**src/rtl/axil_reg_slave.sv**
```systemverilog
// rtl/axil_reg_slave.sv - AXI-Lite subordinate exposing a bank of 32-bit control/status registers
//
// Purpose:
//   Terminates one AXI-Lite master port. NUM_REGS word registers are decoded
//   from addr[LOCAL_AW-1:2]. Each register is either read/write (held in flops,
//   driven by the bus) or read-only (RO_MASK bit set, value sampled from
//   hw_status_i). Per-register one-cycle write/read strobes let peripherals
//   build write-triggered and clear-on-read behaviour.
//
// Optional feature macro: AXIL_REG_SLAVE_DECERR_EN
//   defined     : out-of-range accesses answer SLVERR (reads return 0)
//   not defined : out-of-range accesses answer OKAY (writes dropped, reads 0)
//
// Ports:
//   clk_i, reset_i                   clock, synchronous active-high reset
//   s_axil_aw* / s_axil_w* / s_axil_b*   AXI-Lite write address, data, response
//   s_axil_ar* / s_axil_r*           AXI-Lite read address and data/response
//   reg_q_o      [NUM_REGS*32]       current RW register values (RO slots 0)
//   hw_status_i  [NUM_REGS*32]       hardware values returned for RO registers
//   wr_pulse_o   [NUM_REGS]          one-cycle strobe: RW register i written
//   rd_pulse_o   [NUM_REGS]          one-cycle strobe: register i read

module axil_reg_slave #(
   parameter int                               NUM_REGS   = 16,
   parameter int                               DATA_WIDTH = 32,
   parameter int                               ADDR_WIDTH = 32,
   parameter int                               LOCAL_AW   = 12,
   parameter logic [NUM_REGS-1:0]              RO_MASK    = '0,
   parameter logic [NUM_REGS*DATA_WIDTH-1:0]   RESET_VAL  = '0
) (
   input  logic                             clk_i,
   input  logic                             reset_i,

   input  logic [ADDR_WIDTH-1:0]            s_axil_awaddr,
   input  logic [2:0]                       s_axil_awprot,
   input  logic                             s_axil_awvalid,
   output logic                             s_axil_awready,

   input  logic [DATA_WIDTH-1:0]            s_axil_wdata,
   input  logic [DATA_WIDTH/8-1:0]          s_axil_wstrb,
   input  logic                             s_axil_wvalid,
   output logic                             s_axil_wready,

   output logic [1:0]                       s_axil_bresp,
   output logic                             s_axil_bvalid,
   input  logic                             s_axil_bready,

   input  logic [ADDR_WIDTH-1:0]            s_axil_araddr,
   input  logic [2:0]                       s_axil_arprot,
   input  logic                             s_axil_arvalid,
   output logic                             s_axil_arready,

   output logic [DATA_WIDTH-1:0]            s_axil_rdata,
   output logic [1:0]                       s_axil_rresp,
   output logic                             s_axil_rvalid,
   input  logic                             s_axil_rready,

   output logic [NUM_REGS*DATA_WIDTH-1:0]   reg_q_o,
   input  logic [NUM_REGS*DATA_WIDTH-1:0]   hw_status_i,
   output logic [NUM_REGS-1:0]              wr_pulse_o,
   output logic [NUM_REGS-1:0]              rd_pulse_o
);

   localparam int          STRB_WIDTH = DATA_WIDTH / 8;
   localparam int          IDX_W      = LOCAL_AW - 2;
   localparam logic [1:0]  RESP_OKAY  = 2'b00;
`ifdef AXIL_REG_SLAVE_DECERR_EN
   localparam logic [1:0]  RESP_SLVERR = 2'b10;
`endif

   // ---------------------------------------------------------------
   // State
   // ---------------------------------------------------------------
   logic                    aw_held_q, aw_held_d;
   logic [IDX_W-1:0]        aw_idx_q,  aw_idx_d;
   logic                    w_held_q,  w_held_d;
   logic [DATA_WIDTH-1:0]   wdata_q,   wdata_d;
   logic [STRB_WIDTH-1:0]   wstrb_q,   wstrb_d;
   logic                    bvalid_q,  bvalid_d;
   logic [1:0]              bresp_q,   bresp_d;
   logic                    rvalid_q,  rvalid_d;
   logic [DATA_WIDTH-1:0]   rdata_q,   rdata_d;
   logic [1:0]              rresp_q,   rresp_d;
   logic [NUM_REGS-1:0]     wr_pulse_q, wr_pulse_d;
   logic [NUM_REGS-1:0]     rd_pulse_q, rd_pulse_d;
   logic [DATA_WIDTH-1:0]   regs_q [NUM_REGS];
   logic [DATA_WIDTH-1:0]   regs_d [NUM_REGS];

   // ---------------------------------------------------------------
   // Handshakes and decode
   // ---------------------------------------------------------------
   logic                    aw_hs, w_hs, ar_hs, commit;
   logic [IDX_W-1:0]        wr_idx, rd_idx;
   logic [DATA_WIDTH-1:0]   wr_data;
   logic [STRB_WIDTH-1:0]   wr_strb;
   logic                    wr_in_range, rd_in_range;

   assign s_axil_awready = !aw_held_q && !bvalid_q;
   assign s_axil_wready  = !w_held_q  && !bvalid_q;
   assign s_axil_arready = !rvalid_q;

   assign aw_hs = s_axil_awvalid && s_axil_awready;
   assign w_hs  = s_axil_wvalid  && s_axil_wready;
   assign ar_hs = s_axil_arvalid && s_axil_arready;

   // A beat arriving this cycle counts as held, so the commit happens on the
   // same edge as the later of the two handshakes (B appears one cycle later).
   assign commit  = (aw_held_q || aw_hs) && (w_held_q || w_hs) && !bvalid_q;
   assign wr_idx  = aw_held_q ? aw_idx_q : s_axil_awaddr[LOCAL_AW-1:2];
   assign wr_data = w_held_q  ? wdata_q  : s_axil_wdata;
   assign wr_strb = w_held_q  ? wstrb_q  : s_axil_wstrb;
   assign rd_idx  = s_axil_araddr[LOCAL_AW-1:2];

   // Extra top bit keeps the compare correct when NUM_REGS == 2**IDX_W.
   assign wr_in_range = {1'b0, wr_idx} < (IDX_W+1)'(NUM_REGS);
   assign rd_in_range = {1'b0, rd_idx} < (IDX_W+1)'(NUM_REGS);

   // Bits the interconnect already decoded, protection attributes and the
   // range flags (consumed only by the error-response build).
   logic unused_ok;
   assign unused_ok = ^{s_axil_awprot, s_axil_arprot,
                        s_axil_awaddr[ADDR_WIDTH-1:LOCAL_AW], s_axil_awaddr[1:0],
                        s_axil_araddr[ADDR_WIDTH-1:LOCAL_AW], s_axil_araddr[1:0],
                        wr_in_range, rd_in_range};

   // ---------------------------------------------------------------
   // Next-state logic
   // ---------------------------------------------------------------
   always_comb begin
      aw_held_d  = aw_held_q;
      aw_idx_d   = aw_idx_q;
      w_held_d   = w_held_q;
      wdata_d    = wdata_q;
      wstrb_d    = wstrb_q;
      bvalid_d   = bvalid_q;
      bresp_d    = bresp_q;
      rvalid_d   = rvalid_q;
      rdata_d    = rdata_q;
      rresp_d    = rresp_q;
      wr_pulse_d = '0;
      rd_pulse_d = '0;
      regs_d     = regs_q;

      // Write path: capture beats independently into the holding registers.
      if (aw_hs) begin
         aw_held_d = 1'b1;
         aw_idx_d  = s_axil_awaddr[LOCAL_AW-1:2];
      end
      if (w_hs) begin
         w_held_d = 1'b1;
         wdata_d  = s_axil_wdata;
         wstrb_d  = s_axil_wstrb;
      end

      if (bvalid_q && s_axil_bready) begin
         bvalid_d = 1'b0;
      end

      if (commit) begin
         aw_held_d = 1'b0;
         w_held_d  = 1'b0;
         bvalid_d  = 1'b1;
         bresp_d   = RESP_OKAY;
         for (int i = 0; i < NUM_REGS; i++) begin
            // RO registers swallow the write silently: no update, no strobe.
            if (wr_idx == IDX_W'(i) && !RO_MASK[i]) begin
               for (int b = 0; b < STRB_WIDTH; b++) begin
                  if (wr_strb[b]) begin
                     regs_d[i][b*8 +: 8] = wr_data[b*8 +: 8];
                  end
               end
               wr_pulse_d[i] = 1'b1;
            end
         end
`ifdef AXIL_REG_SLAVE_DECERR_EN
         if (!wr_in_range) begin
            bresp_d = RESP_SLVERR;
         end
`endif
      end

      // Read path: one outstanding read; data sampled on the AR edge, so a
      // same-edge write commit to the same register is not yet visible.
      if (rvalid_q && s_axil_rready) begin
         rvalid_d = 1'b0;
      end

      if (ar_hs) begin
         rvalid_d = 1'b1;
         rdata_d  = '0;
         rresp_d  = RESP_OKAY;
         for (int i = 0; i < NUM_REGS; i++) begin
            if (rd_idx == IDX_W'(i)) begin
               rdata_d       = RO_MASK[i] ? hw_status_i[i*DATA_WIDTH +: DATA_WIDTH]
                                          : regs_q[i];
               rd_pulse_d[i] = 1'b1;
            end
         end
`ifdef AXIL_REG_SLAVE_DECERR_EN
         if (!rd_in_range) begin
            rresp_d = RESP_SLVERR;
         end
`endif
      end
   end

   // ---------------------------------------------------------------
   // State registers
   // ---------------------------------------------------------------
   always_ff @(posedge clk_i) begin
      if (reset_i) begin
         aw_held_q  <= 1'b0;
         aw_idx_q   <= '0;
         w_held_q   <= 1'b0;
         wdata_q    <= '0;
         wstrb_q    <= '0;
         bvalid_q   <= 1'b0;
         bresp_q    <= RESP_OKAY;
         rvalid_q   <= 1'b0;
         rdata_q    <= '0;
         rresp_q    <= RESP_OKAY;
         wr_pulse_q <= '0;
         rd_pulse_q <= '0;
         for (int i = 0; i < NUM_REGS; i++) begin
            regs_q[i] <= RESET_VAL[i*DATA_WIDTH +: DATA_WIDTH];
         end
      end else begin
         aw_held_q  <= aw_held_d;
         aw_idx_q   <= aw_idx_d;
         w_held_q   <= w_held_d;
         wdata_q    <= wdata_d;
         wstrb_q    <= wstrb_d;
         bvalid_q   <= bvalid_d;
         bresp_q    <= bresp_d;
         rvalid_q   <= rvalid_d;
         rdata_q    <= rdata_d;
         rresp_q    <= rresp_d;
         wr_pulse_q <= wr_pulse_d;
         rd_pulse_q <= rd_pulse_d;
         for (int i = 0; i < NUM_REGS; i++) begin
            regs_q[i] <= regs_d[i];
         end
      end
   end

   // ---------------------------------------------------------------
   // Outputs
   // ---------------------------------------------------------------
   assign s_axil_bvalid = bvalid_q;
   assign s_axil_bresp  = bresp_q;
   assign s_axil_rvalid = rvalid_q;
   assign s_axil_rdata  = rdata_q;
   assign s_axil_rresp  = rresp_q;
   assign wr_pulse_o    = wr_pulse_q;
   assign rd_pulse_o    = rd_pulse_q;

   for (genvar g = 0; g < NUM_REGS; g++) begin : g_regq
      assign reg_q_o[g*DATA_WIDTH +: DATA_WIDTH] = RO_MASK[g] ? '0 : regs_q[g];
   end

endmodule

```
**config.mk**
```make
export PLATFORM = sky130hd
export DESIGN_NAME = axil_reg_slave
export DESIGN_NICKNAME = d
export VERILOG_FILES = /design/src/rtl/axil_reg_slave.sv
export SDC_FILE = /design/constraint.sdc
export NUM_CORES = 1
export LEC_CHECK = 0
export CORE_AREA = 2 2 474 476
export DETAILED_ROUTE_END_ITERATION = 16
export DIE_AREA = 0 0 476 478
export PLACE_DENSITY = 0.43
export SLEW_MARGIN = 0
export SYNTH_ARGS = -nofsm -noshare
export SYNTH_HDL_FRONTEND = slang
export SYNTH_SLANG_ARGS = --single-unit
```
**constraint.sdc**
```tcl
create_clock -name clk_i -period 3.39 [get_ports clk_i]
set_input_delay 0.8475 -clock clk_i [delete_from_list [all_inputs] [get_ports clk_i]]
set_output_delay 0.8475 -clock clk_i [all_outputs]
set_load 0.02 [all_outputs]
```
======== After elaboration in Yosys (flattened, before gate mapping) ========
Cells that the tools add are included.
operators by class
  bitwise logic cells ..................... 2
  reduce and logical (&&, ||, !) cells .... 86
  multiplexer cells ....................... 55
  eq/ne operators ......................... 30
operator list
  kind                                                                     number
  32-bit two-way mux                                                       17
  3-bit AND reduction                                                      64
  10-bit by 4-bit equality test with 1-bit output (second input constant)  16
  10-bit by 3-bit equality test with 1-bit output (second input constant)  8
  10-bit by 2-bit equality test with 1-bit output (second input constant)  4
  1-bit two-way mux                                                        36
  10-bit by 1-bit equality test with 1-bit output (second input constant)  2
  10-bit zero test                                                         2
  10-bit two-way mux                                                       1
  1-bit logical AND                                                        9
  2-bit OR reduction                                                       3
  1-bit zero test                                                          4
  4-bit two-way mux                                                        1
  2-bit nonzero test                                                       2
  1-bit logical OR                                                         2
  1-bit inverter                                                           2
storage, ports and cells
  bits in registers ....................... 626
  word-level logic and storage cells ...... 247
  output and inout bits ................... 585
  input port bits ......................... 625

======== Logic depth before layout (Yosys ltp) ========
  depth after elaboration ................. 17
  depth in mapped cells ................... 10

======== Worst setup path before layout ========
OpenSTA, ideal clock, no wires.
  kind .................................... in2reg
  start point ............................. in s_axil_awaddr[6]
  end point ............................... reg regs_q (netlist bit reg_q_o[461])
  buffers on the path ..................... 1
  arrival ................................. 2919 ps
  path slack .............................. 392 ps
  setup time .............................. 80 ps
  stages on the path ...................... 7
  cell sequence ........................... or4_4 -> a221oi_4 -> nand3_4 -> nor2_4 -> buf_6 -> nor2_1 -> a211oi_2
between the ends
  word-level cells in the longest chain between the ends .. 3
ends and longest elaborated chain
  element                                          line  source
  start: declaration                               34    input logic [ADDR_WIDTH-1:0] s_axil_awaddr,
  10-bit two-way mux                               109   assign wr_idx = aw_held_q ? aw_idx_q : s_axil_awaddr[LOCAL_AW-1:2];
  10-bit by 4-bit equality test with 1-bit output  166   if (wr_idx == IDX_W'(i) && !RO_MASK[i]) begin
  3-bit AND reduction (no line)                    --
  end signal: indexed assignment                   225   regs_q[i] <= RESET_VAL[i*DATA_WIDTH +: DATA_WIDTH];
  end signal: indexed assignment                   241   regs_q[i] <= regs_d[i];
  end: declaration                                 86    logic [DATA_WIDTH-1:0] regs_q [NUM_REGS];
Every way passes these cells.
A chain may end at the register's enable or synchronous reset.

======== Worst setup path in the final report ========
  start point ............................. in s_axil_araddr[9]
  end point ............................... reg rdata_q[29] (netlist: s_axil_rdata[29])
between the ends
  word-level cells in the longest chain between the ends .. 17
  elaborated cells between the ends (all ways) .. 32
  classes of those cells .................. 15 x eq/ne; 16 x mux; 1 x reduce/logical
ends and longest elaborated chain
  element                            line  source
  start: declaration                 48    input logic [ADDR_WIDTH-1:0] s_axil_araddr,
  10-bit zero test                   193   if (rd_idx == IDX_W'(i)) begin
  32-bit two-way mux (15 in series)  193
  32-bit two-way mux *               193
  end signal: assignment             236   rdata_q <= rdata_d;
  end: declaration                   82    logic [DATA_WIDTH-1:0] rdata_q, rdata_d;
Mark *: on every way between the ends. The rest lies on a longest branch, timed or not.

==> PnR_summary.wiki <==
{| class="wikitable"
! Metric !! Value
|-
| Result of the run || complete, but fails checks
|-
| Violations in the final reports || negative setup slack
|-
| Type of destination of the critical path || flip-flop
|-
| Placer Congestion || 0.920
|-
| Clock tree sinks || 626
|-
| Headroom to the max-slew limit || 35.2%
|-
| Placeable core region || 0.223 mm^2
|-
| Number of warnings printed during yosys synthesis || 0
|-
| WL per Instance || 31.5 um
|-
| Fin Clk Skew || 0.0408 ns
|-
| Starting DRC count in detailed routing || 3,641
|-
| Final clock period utilization by the worst path || 102%
|-
| Vias in the first global route || 28,800
|-
| DP Worst Slack || -0.859 ns
|-
| Sum Neg Setup Slack || -0.143 ns
|-
| Startpoint types || input port
|-
| Final worst path period need || 3.47 ns
|-
| Port Buffer Count || 643
|-
| Crit path arrival time || 4.12 ns
|-
| Final WL || 229,000 um
|-
| Via density || 4.33
|-
| Maximum number of pins on one net before global-route repair || 98
|-
| CTS Buf Count || 76
|-
| Antenna violations before repair || 28
|-
| Width of the chip || 476 um
|-
| Netlist area before placement || 0.0276 mm^2
|-
| Detailed-placement wirelength estimate || 189,000 um
|-
| Die area || 0.228 mm^2
|-
| Synthesized area per cell || 8.60 um^2
|-
| Worst voltage drop across the vdd grid || 0.000345 V
|-
| Max-capacitance violation count || 0
|-
| Number of primary I/O pins || 1,210
|-
| Global-route usage over all layers || 19.3%
|-
| Clock tree from TritonCTS || built
|-
| Final hold violation count || 0
|-
| Clock Latency Late Sink || 0.73 ns
|-
| Final Setup Violations || 3
|-
| Cts hold-fix bufs || 0
|-
| Instance count of the mapped netlist || 3,205
|-
| Share of the yosys chip area belonging to registers || 45.5%
|-
| Transition time of the tightest slew-check pin || 0.966 ns
|-
| Total congestion overflow || 0
|-
| Clock slew at reported path FFs || 0.07 ns
|-
| Final hold slack || 0.454 ns
|-
| Required time of the worst setup path || 4.04 ns
|-
| First-pass GRT wire length || 292,000 um
|-
| Post-CTS setup buffer count || 0
|-
| DRC violation count after routing || 0
|-
| Maximum root-to-sink buffer count || 3
|-
| Top_reg_cell synth || sky130_fd_sc_hd__dfxtp_1
|-
| Cell with the most instances after synthesis || sky130_fd_sc_hd__dfxtp_1
|-
| Initial standard-cell utilization of the core || 12.3%
|-
| Floorplan row count || 174
|-
| RSZ-0062 raised after global routing || false
|-
| Flop and latch count out of synthesis || 626
|-
| Fraction of final layout cells with drive strength greater than 1 || 20.1%
|-
| Die outline height || 478 um
|-
| Antenna violation net count after detailed routing || 0
|-
| Area added between synthesis and finish || 62.1%
|-
| Async set-or-reset flop fraction in the synthesized netlist || 0%
|-
| Critical Setup Path Class || in -> reg
|-
| Clock Tree Root || sky130_fd_sc_hd__clkbuf_16
|-
| Most area-hungry cell type in the Yosys netlist || sky130_fd_sc_hd__dfxtp_1
|-
| Pre-antenna DRT Iters || 6
|-
| Leakage || 14.4 nW
|-
| Min-Delay Path Class || reg -> reg
|-
| Fin. max-slew vios || 0
|-
| Clock H-tree levels || 3
|-
| Count of flip-flops with a built-in enable after synthesis || 0
|-
| FILL cells || 24,700
|-
| Highest clock frequency the design can meet || 0.288 GHz
|-
| Pwr/cell area || 415 mW/mm^2
|-
| Unique masters post-synth || 88
|-
| Number of vias after detailed routing || 31,500
|-
| Worst-path maximum fanout || 13
|-
| Top cells by area in the synthesized netlist || sky130_fd_sc_hd__dfxtp_1, sky130_fd_sc_hd__a211oi_1, sky130_fd_sc_hd__nor2_1
|-
| Post-synth top area share || 45.5%
|-
| Top cells by count, synth || sky130_fd_sc_hd__dfxtp_1, sky130_fd_sc_hd__nor2_1, sky130_fd_sc_hd__a211oi_1
|-
| Final setup margin || -0.0774 ns
|-
| Number of nets in the layout || 4,828
|}
## final cells by class
cell class	count	area, um^2	share of cell area (%)
well taps	2992	3740	8.38
multi-input cells	2275	13800	31.0
flip-flops and latches	626	12500	28.0
clock buffers	104	2190	4.90
inverters	10	37.5	0.0840
diodes	10	25.0	0.0560
clock inverters	35	527	1.18
repair buffers	1214	11800	26.4
## metal layers
layer | part of all wire, % | wire, um | global-route usage (%) | vias to the layer above
li1 | - | - | - | 13900
met1 | 46 | 106000 | 27.5 | 15600
met2 | 39 | 88400 | 26.1 | 1772
met3 | 10 | 22900 | 6.03 | 228
met4 | 5.1 | 11600 | 8.40 | 0
met5 | 0 | 0 | 0 | -
## worst max-delay path, stage by stage
cell	delay (ns)
sky130_fd_sc_hd__clkdlybuf4s50_1	0.41
sky130_fd_sc_hd__or4_2	0.76
sky130_fd_sc_hd__buf_12	0.21
sky130_fd_sc_hd__buf_4	0.17
sky130_fd_sc_hd__nor2_2	0.23
sky130_fd_sc_hd__buf_4	0.19
sky130_fd_sc_hd__a32oi_1	0.11
sky130_fd_sc_hd__o221ai_1	0.46
sky130_fd_sc_hd__buf_4	0.24
sky130_fd_sc_hd__a21oi_1	0.07
sky130_fd_sc_hd__buf_4	0.16
sky130_fd_sc_hd__o31ai_1	0.19
## power by group
group / internal (W) / switching, W
Clock: 0.00521 / 0.00389
Combinational: 0.000586 / 0.00136
Sequential: 0.00743 / 0.0000780
Total: 0.0132 / 0.00533
## layout by cell type (no fill, tap or decap), drive strengths merged, types with 72 or more instances in the layout
cell           Yosys  layout
a21oi            191     191
dfxtp            626     626
or3               72      72
o21ai            127     127
clkbuf           225     104
nand2            217     217
buf               72     575
a211oi           466     466
nor2             623     623
clkdlybuf4s50      0     639
## cell families after synthesis
family,synth area share [%]
other,0.0136
buffers and inverters,5.00
AOI/OAI and AO/OA,27.7
muxes,2.85
and+or+nand+nor,18.9
DFF,45.5
## timing repair
item                       4_1_cts  5_1_grt
pin swaps                        0        1
resized for setup                2        3
setup endpoints to repair        2        3
## worst paths after layout
check,from,to,slack (ns),depth (start not counted)
setup reg to reg,aw_held_q$_SDFFE_PP0P_,reg_q_o[378]$_SDFFE_PP0P_,0.51,8
hold reg to reg,wstrb_q[2]$_SDFFE_PP0P_,wstrb_q[2]$_SDFFE_PP0P_,0.45,2
hold / removal,wstrb_q[2]$_SDFFE_PP0P_,wstrb_q[2]$_SDFFE_PP0P_,0.45,2
setup / recovery,s_axil_araddr[9],s_axil_rdata[29]$_SDFFE_PP0P_,-0.08,12
## flip-flops by register name, indices dropped and copies added, names as in the netlist
register	flops
reg_q_o	512
wstrb_q	4
s_axil_bvalid	1
w_held_q	1
aw_idx_q	10
aw_held_q	1
wdata_q	32
rd_pulse_o	16
wr_pulse_o	16
s_axil_rdata	32
s_axil_rvalid	1
## through the flow
stage | util (%) | power, W | cell area (um^2) | cells
floorplan | - | 0.00844 | 27600 | 3208
detailed placement | 18.8 | 0.00958 | 41900 | 7117
global placement | 18.8 | 0.00957 | 41900 | 7117
global route | 20.0 | 0.0191 | 44700 | 7256
CTS | 20.0 | 0.0187 | 44600 | 7256
finish | 20.0 | 0.0185 | 44700 | 7266
(Power assumes the default switching activity.)
